==> config.mk <==
export PLATFORM = sky130hd
export DESIGN_NAME = mib_burst_master
export DESIGN_NICKNAME = d
export VERILOG_FILES = /design/src/rtl/mib_pkg.sv /design/src/rtl/mib_ack_timer.sv /design/src/rtl/mib_burst_master.sv
export SDC_FILE = /design/constraint.sdc
export NUM_CORES = 1
export LEC_CHECK = 0
export CORE_UTILIZATION = 51
export DETAILED_ROUTE_END_ITERATION = 12
export GPL_TIMING_DRIVEN = 0
export HOLD_SLACK_MARGIN = 0.15
export PLACE_DENSITY_LB_ADDON = 0.12
export RECOVER_POWER = 50
export SYNTH_ARGS = -nofsm -noshare
export SYNTH_HDL_FRONTEND = slang
export SYNTH_SLANG_ARGS = --single-unit
==> constraint.sdc <==
create_clock -name i_sysclk -period 2.57 [get_ports i_sysclk]
set_clock_uncertainty 0.1 [all_clocks]
set_input_delay 0.514 -clock i_sysclk [delete_from_list [all_inputs] [get_ports i_sysclk]]
set_output_delay 0.514 -clock i_sysclk [all_outputs]
set_load 0.05 [all_outputs]
==> src/rtl/mib_pkg.sv <==
// rtl/mib_pkg.sv - shared state encoding and beat constants for the MIB burst master
package mib_pkg;
    localparam int MIB_BEAT_BITS = 16;
    localparam int BACKOFF_CLKS  = 4;

    typedef enum logic [2:0] {
        ST_IDLE,
        ST_ADDR1,
        ST_ADDR2,
        ST_TURN,
        ST_DATA,
        ST_BACKOFF,
        ST_DONE
    } mib_state_e;
endpackage

==> src/rtl/mib_ack_timer.sv <==
// rtl/mib_ack_timer.sv - per-beat ACK wait counter; expired_o is high on the LIMIT-th clock of a beat
module mib_ack_timer #(
    parameter int LIMIT = 32
) (
    input  logic clk_i,
    input  logic srst_i,
    input  logic clr_i,
    input  logic en_i,
    output logic expired_o
);
    localparam int CW = $clog2(LIMIT + 1) + 1;
    localparam logic [CW-1:0] LIM = CW'(LIMIT);

    logic [CW-1:0] cnt_q;
    logic [CW-1:0] cnt_d;
    logic          expired_q;

    assign cnt_d     = cnt_q + CW'(1);
    assign expired_o = expired_q;

    // cnt_q holds the 1-based index of the current beat clock
    always_ff @(posedge clk_i) begin
        if (srst_i) begin
            cnt_q     <= '0;
            expired_q <= 1'b0;
        end else if (clr_i) begin
            cnt_q     <= CW'(1);
            expired_q <= (LIM <= CW'(1));
        end else if (en_i && !expired_q) begin
            cnt_q     <= cnt_d;
            expired_q <= (cnt_d >= LIM);
        end
    end
endmodule

==> src/rtl/mib_burst_master.sv <==
// rtl/mib_burst_master.sv - single-command MIB burst master with per-beat ACK timeout and retry
module mib_burst_master
    import mib_pkg::*;
#(
    parameter int ADDR_BITS              = 24,
    parameter int DATA_BITS              = 32,
    parameter int P_MIB_ACK_TIMEOUT_CLKS = 32,
    parameter int P_RETRIES              = 0
) (
    input  logic                 i_sysclk,
    input  logic                 i_srst,
    input  logic                 i_cmd_sel,
    input  logic                 i_cmd_rd_wr_n,
    input  logic [ADDR_BITS-1:0] i_cmd_byte_addr,
    input  logic [DATA_BITS-1:0] i_cmd_wdata,
    output logic [DATA_BITS-1:0] o_cmd_rdata,
    output logic                 o_cmd_ack,
    output logic                 o_cmd_mib_timeout,
    output logic                 o_busy,
    output logic [7:0]           o_timeout_cnt,
    input  logic [15:0]          i_mib_ad,
    input  logic                 i_mib_slave_ack,
    output logic                 o_mib_start,
    output logic                 o_mib_rd_wr_n,
    output logic                 o_mib_ad_high_z,
    output logic [15:0]          o_mib_ad
);
    localparam int NBEATS = DATA_BITS / MIB_BEAT_BITS;

    mib_state_e           state_q;
    logic                 rd_q;
    logic [31:0]          addr_q;
    logic [DATA_BITS-1:0] wdata_q, wsh_q, rbuf_q, rdata_q;
    logic [3:0]           beat_q;
    logic [2:0]           retries_q;
    logic [2:0]           bk_q;
    logic                 start_q, mrd_q, hz_q, ack_q, tmo_q, busy_q;
    logic [15:0]          ad_q;
    logic [7:0]           tcnt_q;

    logic [31:0]          cmd_addr;
    logic [DATA_BITS-1:0] rbuf_d;
    logic                 tmr_clr, tmr_en, tmr_expired;

    assign cmd_addr = 32'(i_cmd_byte_addr);
    assign rbuf_d   = (rbuf_q << MIB_BEAT_BITS) | DATA_BITS'(i_mib_ad);
    // the timer restarts on every clock outside DATA and on every accepted beat
    assign tmr_clr  = (state_q != ST_DATA) || i_mib_slave_ack;
    assign tmr_en   = (state_q == ST_DATA);

    mib_ack_timer #(.LIMIT(P_MIB_ACK_TIMEOUT_CLKS)) u_timer (
        .clk_i     (i_sysclk),
        .srst_i    (i_srst),
        .clr_i     (tmr_clr),
        .en_i      (tmr_en),
        .expired_o (tmr_expired)
    );

    always_ff @(posedge i_sysclk) begin
        if (i_srst) begin
            state_q   <= ST_IDLE;
            rd_q      <= 1'b1;
            addr_q    <= '0;
            wdata_q   <= '0;
            wsh_q     <= '0;
            rbuf_q    <= '0;
            rdata_q   <= '0;
            beat_q    <= '0;
            retries_q <= '0;
            bk_q      <= '0;
            start_q   <= 1'b0;
            mrd_q     <= 1'b1;
            hz_q      <= 1'b1;
            ack_q     <= 1'b0;
            tmo_q     <= 1'b0;
            busy_q    <= 1'b0;
            ad_q      <= '0;
            tcnt_q    <= '0;
        end else begin
            ack_q <= 1'b0;
            tmo_q <= 1'b0;
            case (state_q)
                ST_IDLE: begin
                    if (i_cmd_sel) begin
                        rd_q      <= i_cmd_rd_wr_n;
                        addr_q    <= cmd_addr;
                        wdata_q   <= i_cmd_wdata;
                        retries_q <= 3'(P_RETRIES);
                        busy_q    <= 1'b1;
                        mrd_q     <= i_cmd_rd_wr_n;
                        start_q   <= 1'b1;
                        hz_q      <= 1'b0;
                        ad_q      <= cmd_addr[31:16];
                        state_q   <= ST_ADDR1;
                    end
                end
                ST_ADDR1: begin
                    start_q <= 1'b0;
                    ad_q    <= addr_q[15:0];
                    state_q <= ST_ADDR2;
                end
                ST_ADDR2: begin
                    beat_q <= '0;
                    if (rd_q) begin
                        hz_q    <= 1'b1;
                        state_q <= ST_TURN;
                    end else begin
                        ad_q    <= wdata_q[DATA_BITS-1 -: MIB_BEAT_BITS];
                        wsh_q   <= wdata_q << MIB_BEAT_BITS;
                        state_q <= ST_DATA;
                    end
                end
                ST_TURN: state_q <= ST_DATA;
                ST_DATA: begin
                    if (i_mib_slave_ack) begin
                        rbuf_q <= rbuf_d;
                        if (beat_q == 4'(NBEATS - 1)) begin
                            hz_q    <= 1'b1;
                            ack_q   <= 1'b1;
                            state_q <= ST_DONE;
                            if (rd_q) rdata_q <= rbuf_d;
                        end else begin
                            beat_q <= beat_q + 4'd1;
                            if (!rd_q) begin
                                ad_q  <= wsh_q[DATA_BITS-1 -: MIB_BEAT_BITS];
                                wsh_q <= wsh_q << MIB_BEAT_BITS;
                            end
                        end
                    end else if (tmr_expired) begin
                        if (tcnt_q != 8'hFF) tcnt_q <= tcnt_q + 8'd1;
                        hz_q <= 1'b1;
                        if (retries_q != 3'd0) begin
                            retries_q <= retries_q - 3'd1;
                            bk_q      <= '0;
                            state_q   <= ST_BACKOFF;
                        end else begin
                            tmo_q   <= 1'b1;
                            state_q <= ST_DONE;
                        end
                    end
                end
                ST_BACKOFF: begin
                    if (bk_q == 3'(BACKOFF_CLKS - 1)) begin
                        start_q <= 1'b1;
                        hz_q    <= 1'b0;
                        ad_q    <= addr_q[31:16];
                        state_q <= ST_ADDR1;
                    end else begin
                        bk_q <= bk_q + 3'd1;
                    end
                end
                ST_DONE: begin
                    busy_q  <= 1'b0;
                    state_q <= ST_IDLE;
                end
                default: state_q <= ST_IDLE;
            endcase
        end
    end

    assign o_cmd_rdata       = rdata_q;
    assign o_cmd_ack         = ack_q;
    assign o_cmd_mib_timeout = tmo_q;
    assign o_busy            = busy_q;
    assign o_timeout_cnt     = tcnt_q;
    assign o_mib_start       = start_q;
    assign o_mib_rd_wr_n     = mrd_q;
    assign o_mib_ad_high_z   = hz_q;
    assign o_mib_ad          = ad_q;
endmodule

==> reports/qor.txt, run 1 <==
Initial antenna violation count: 0
Fillers: 1134
Max Slew Vio Count: 0
Setup Buffers After CTS: 0
Core box area: 13200 um^2
Pin count of the biggest net entering global routing: 17
Worst Hold End: o_cmd_rdata[27]
Min-delay worst type: register to register
Reg2Reg Setup Slack: 0.25 ns
Crit. End Element: output port
CTS Sinks: 171
Cell Area, Synth: 6880 um^2
Non-Filler Instances: 1181
Seq/Total Area, Yosys: 0.498
Initial Util: 0.522
H-Tree Level Count: 4
GPL Wtd Cong: 0.861
Vias: 6310
Reg2Reg Capture Point: o_mib_ad[1]
Hold depth: 2
Post-CTS sizing: 0
Cells along the critical path: clkdlybuf4s50_1
Area after DPL: 8470 um^2
Placed cells: 1149
Max-slew headroom: 0.571
Final nets: 1077
Design area: 9050 um^2
Row cnt: 42
Synthesis Warnings: 0
Die area: 14000 um^2
Cell family with most CP delay: buffers and inverters
Util after Layout: 0.686
Post-Syn Area per Cell: 8.23 um^2
Netlist cell types: 50
Worst path max stage delay: 0.87 ns
Post-DP HPWL: 13500 um
RSZ-0062 raised after global routing: no
Tmin final: 2.44 ns
Critical Path AT: 1.83 ns
Clk_lat worst skew: 0.43 ns
Share of post-route cells with drive strength above 1: 0.0557
Worst-path clk slew: 0.07 ns
WL final: 18500 um
Final hold vios: 0
Setup CP Type: register to output port
Clock Tree Buf Depth: 2
Post-DR vias/cell: 5.34
Worst Min Path Start: o_cmd_rdata[27]
Status: completed
Post-synth net total: 921
Startpoint types: register
EDFF count, synth: 0
Antenna viol nets, final: 0
Hold_ws: 0.351 ns
Crit-path slowest cell: clkdlybuf4s50_1
PortBufs: 137
TritonRoute pass-1 iters: 5
Ys async rst share: 0
Peak fanout along the critical path: 8
Post-route clock period utilization: 0.950
Grt ovf: 0
Area grow syn2layout: 31.6%
Ports: 139
Worst path bufs/invs: 1
Max IR drop VDD: 618 uV
Cell count after synthesis: 836
DRC Markers: 0
Die Width: 118 um
P per Cell Area: 988 nW/um^2
Number of synthesized register bits: 171
DRT iter0 DRCs: 385
CTS buffer count: 17
Wire length per cell: 15.6 um
Vias in the first global route: 6047
Max cap viols: 0
CTS tree: built
Most used DFF post-synth: dfxtp_1
Fmax: 410 MHz
Total GRT Usage: 0.274
Setup WS post-layout: 0.129 ns
Global-route wire length before repair: 30100 um
Die Y: 118 um
CTS Root Cell: clkbuf_16
Slew of the pin with the lowest slew margin: 0.643 ns
Reg2Reg Depth: 6
Dpl ws: -0.331 ns
Diode count: 0
Worst Path Required: 1.96 ns
Hold buffers post-CTS: 0
Final setup fails: 0
Reg2Reg Launch Point: state_q[0]
Static Leak: 0.00329 uW
-- cell families (layout without fill, tap and decap cells) --
family / after synthesis / count (layout) / synth area share
buffers and inverters: 68 / 237 / 0.0409
adders and majority gates: 8 / 8 / 0.0146
AOI/OAI and AO/OA: 199 / 199 / 0.176
and+or+nand+nor: 356 / 356 / 0.222
xor gates and xnor gates: 17 / 17 / 0.0216
DFF: 171 / 171 / 0.498
muxes: 17 / 17 / 0.0269
-- cell type report --
cell class | count | area [um^2] | share of cell area
clock buffer | 21 | 460 | 0.0509
multi-input combinational | 597 | 3170 | 0.350
sequential | 171 | 3420 | 0.378
clock inverter | 11 | 136 | 0.0151
timing repair buffer | 137 | 1370 | 0.152
tap | 176 | 220 | 0.0243
buffer | 61 | 245 | 0.0271
inverter | 7 | 26.3 | 0.00290
-- through the flow --
step	TNS (ns)	total power, uW
after floorplan	0	5410
after global placement	-9.89	6350
after detailed placement	-10.38	6390
after CTS	0	8950
after global routing	0	9380
final	0	8940
-- synth_stat cells, drive strengths merged (7+ instances only) --
| cell type | count | area [um^2] |
|---|---|---|
| inv | 7 | 26.3 |
| nand2b | 7 | 43.8 |
| mux2 | 12 | 135 |
| ha | 8 | 100 |
| a211oi | 14 | 105 |
| nor2b | 8 | 50.1 |
| buf | 22 | 109 |
| nor2 | 67 | 251 |
| nand2 | 227 | 852 |
| a22oi | 20 | 150 |
| nor3 | 11 | 65.1 |
| dfxtp | 171 | 3420 |
| a22o | 16 | 140 |
| xor2 | 9 | 78.8 |
| clkbuf | 39 | 146 |
| a21oi | 123 | 616 |
| nand4 | 7 | 43.8 |
| xnor2 | 8 | 70.1 |
-- state kept, by name, summed over array words and instances, names as in the netlist --
name and count:
u_timer.cnt_q 7, o_cmd_rdata 32, o_busy 1, u_timer.expired_o 1
bk_q 3, o_mib_rd_wr_n 1, o_mib_ad_high_z 1, addr_q 24
wdata_q 32, o_cmd_mib_timeout 1, o_timeout_cnt 8, rbuf_q 16
wsh_q 16, state_q 3, retries_q 3, o_mib_ad 16
beat_q 4, o_mib_start 1, o_cmd_ack 1
-- layout by cell type (no fill, tap or decap), drive strengths merged, types with 4 or more instances in the layout --
cell type,n
nand2,227
dfxtp,171
a21oi,123
clkdlybuf4s50,120
clkbuf,72
nor2,67
a22oi,20
a22o,16
dlygate4sd3,16
a211oi,14
mux2,12
nor3,11
inv,10
buf,10
xor2,9
nor2b,8
xnor2,8
ha,8
nand4,7
nand2b,7
nand3,5
mux2i,5
o21ai,5
a311oi,5
nor3b,5
clkinv,5
and3,4
-- report_power, final --
group | total [uW] | switching (uW) | internal [uW]
clock network | 2580 | 1080 | 1500
logic | 3040 | 2000 | 1040
registers | 3320 | 264 | 3050
total | 8940 | 3350 | 5590
-- worst max path at each step --
stage          slack (ns)  cells after the start              from                to
2_1_floorplan        0.64                      6  o_timeout_cnt[0]  o_timeout_cnt[4]
3_5_place_dp        -0.33                      6   i_mib_slave_ack       o_mib_ad[7]
3_3_place_gp        -0.33                      6   i_mib_slave_ack      o_mib_ad[14]
4_1_cts              0.11                      1     o_mib_rd_wr_n     o_mib_rd_wr_n
5_1_grt              0.04                      7        state_q[2]     o_mib_rd_wr_n
6_report             0.13                      1     o_mib_rd_wr_n     o_mib_rd_wr_n
-- routing by layer --
| layer | vias up | share of wire | global-route usage |
|---|---|---|---|
| met2 | 206 | 0.48 | 0.459 |
| met3 | 32 | 0.054 | 0.0550 |
| met4 | 0 | 0.023 | 0.115 |
| met5 | - | 0 | 0 |
| li1 | 3154 | - | - |
| met1 | 2918 | 0.44 | 0.343 |
Power figures use the tool's default switching activity.
==> inputs of run 2 (changes only) <==
--- a/config.mk
+++ b/config.mk
@@ -5,12 +5,14 @@
 export SDC_FILE = /design/constraint.sdc
 export NUM_CORES = 1
 export LEC_CHECK = 0
-export CORE_UTILIZATION = 51
+export ABC_AREA = 1
+export CORE_UTILIZATION = 52
 export DETAILED_ROUTE_END_ITERATION = 12
 export GPL_TIMING_DRIVEN = 0
 export HOLD_SLACK_MARGIN = 0.15
 export PLACE_DENSITY_LB_ADDON = 0.12
 export RECOVER_POWER = 50
+export SKIP_LAST_GASP = 1
 export SYNTH_ARGS = -nofsm -noshare
 export SYNTH_HDL_FRONTEND = slang
 export SYNTH_SLANG_ARGS = --single-unit
==> run 2 against run 1 <==
Against the previous run: cell area grew 3.5%; sequential power barely moved; synthesized cell count is 22% higher; cell count rose by 16%; sequential share of layout area fell by 1.3 points; flip-flop and latch count unchanged; worst setup slack better by 0.15 ns; critical path depth is the same; register-to-register slack improved by 0.06 ns; critical path type unchanged; largest power group is now combinational cells.
==> reports/qor.txt, run 2 <==
Post-CTS sizing: 0
Total GRT Usage: 0.274
Ys async rst share: 0
RSZ-0062 raised after global routing: no
Final setup fails: 0
Static Leak: 0.00375 uW
Grt ovf: 0
Clk_lat worst skew: 0.43 ns
Global-route wire length before repair: 30700 um
DRT iter0 DRCs: 612
Ports: 139
Final TNS setup: 0 ns
Row cnt: 42
Die Y: 120 um
Cells along the critical path: clkdlybuf4s50_1
Cell Area, Synth: 7220 um^2
Crit. End Element: output port
Hold buffers post-CTS: 0
Pin count of the biggest net entering global routing: 17
Fillers: 1149
Critical Path AT: 1.68 ns
Fmax: 436 MHz
DRC Markers: 0
Worst-path clk slew: 0.06 ns
Most frequent cells in the layout: nand2_1 (358), dfxtp_1 (171), nor2_1 (136), clkdlybuf4s50_1 (136), a21oi_1 (123)
EDFF count, synth: 0
Initial antenna violation count: 0
Yosys top cell area share: 0.474
Vias in the first global route: 6232
Share of post-route cells with drive strength above 1: 0.0529
Hold_ws: 0.359 ns
Min-delay worst type: register to register
Crit-path slowest cell: clkdlybuf4s50_1
CTS Sinks: 171
Die Width: 120 um
Util after Layout: 0.699
Initial Util: 0.538
Netlist cell types: 36
Setup Buffers After CTS: 0
Post-synth net total: 1106
Synthesis Warnings: 0
Max cap viols: 0
Cell count after synthesis: 1021
GPL Wtd Cong: 0.895
Slew of the pin with the lowest slew margin: 0.680 ns
Worst Path Required: 1.96 ns
Tmin final: 2.29 ns
Post-DR vias/cell: 5.16
Vias: 7043
Peak fanout along the critical path: 5
CTS Root Cell: clkbuf_16
Die area: 14400 um^2
Post-route clock period utilization: 0.892
Area grow syn2layout: 29.8%
P per Cell Area: 1010 nW/um^2
H-Tree Level Count: 4
Synth area leaders: dfxtp_1 (47%), nand2_1 (19%), a21oi_1 (8.5%)
Max-slew headroom: 0.547
Max IR drop VDD: 531 uV
Antenna viol nets, final: 0
Cell taking the most area after synthesis: dfxtp_1
Max Slew Vio Count: 0
Final hold vios: 0
Most common cell in the synthesized netlist: nand2_1
Wire length per cell: 14.0 um
CTS tree: built
Worst path max stage delay: 0.83 ns
TritonRoute pass-1 iters: 5
Cell family with most CP delay: buffers and inverters
Pwr Total: 9450 uW
Post-DP HPWL: 13600 um
Final nets: 1262
Core box area: 13400 um^2
Most used DFF post-synth: dfxtp_1
Clock Tree Buf Depth: 2
Startpoint types: register
Post-synth top cells: nand2_1 (358), dfxtp_1 (171), nor2_1 (136)
PortBufs: 137
Diode count: 0
WL final: 19100 um
Setup CP Type: register to output port
Status: completed
Most common cell after layout, fill and taps aside: nand2_1
Post-Syn Area per Cell: 7.07 um^2
Seq/Total Area, Yosys: 0.474
Worst path bufs/invs: 1
Number of synthesized register bits: 171
CTS buffer count: 17
run 2: area by class of cell:
class	count	area, um^2	share of cell area
tap	176	220	0.0235
sequential	171	3420	0.365
multi-input combinational	742	3320	0.354
inverter	60	230	0.0246
clock inverter	9	110	0.0118
clock buffer	23	488	0.0521
timing repair buffer	137	1370	0.146
buffer	48	206	0.0220
run 2: logic make-up (layout without fill, tap and decap cells):
group / after synthesis / count (layout) / synth area share
AO/OA/AOI/OAI: 163 / 163 / 0.115
XOR/XNOR: 9 / 9 / 0.0109
adder cells (fa/ha/maj): 8 / 8 / 0.0139
buffers and inverters: 108 / 277 / 0.0629
flip-flops: 171 / 171 / 0.474
AND/OR/NAND/NOR: 562 / 562 / 0.323
run 2: path summary, 6_finish.rpt:
| check | from | to | slack [ns] | cells after the start |
|---|---|---|---|---|
| min reg2reg | addr_q[10] | addr_q[10] | 0.36 | 2 |
| min | addr_q[10] | addr_q[10] | 0.36 | 2 |
| max | o_timeout_cnt[6] | o_timeout_cnt[6] | 0.28 | 1 |
| max reg2reg | state_q[0] | wdata_q[15] | 0.31 | 6 |
run 2: power by group:
group	internal, uW	leakage (uW)	switching (uW)	total (uW)
Sequential	3080	0.00139	218	3300
Clock	1540	0.000286	1050	2590
Combinational	1140	0.00207	2430	3570
run 2: through the flow:
stage	setup slack [ns]	instance area, um^2	instances
2_1_floorplan	0.707	7220	1021
3_3_place_gp	0.121	8810	1334
3_5_place_dp	0.0585	8810	1334
4_1_cts	0.266	9410	1366
5_1_grt	0.127	9370	1366
6_report	0.278	9370	1366
run 2: routing by layer:
layer | wire length (um) | part of all wire | vias up | GRT usage
met2 | 8790 | 0.46 | 233 | 0.432
met1 | 8850 | 0.46 | 3247 | 0.371
li1 | - | - | 3538 | -
met5 | 0 | 0 | - | 0
met3 | 1250 | 0.065 | 25 | 0.0627
met4 | 267 | 0.014 | 0 | 0.0867
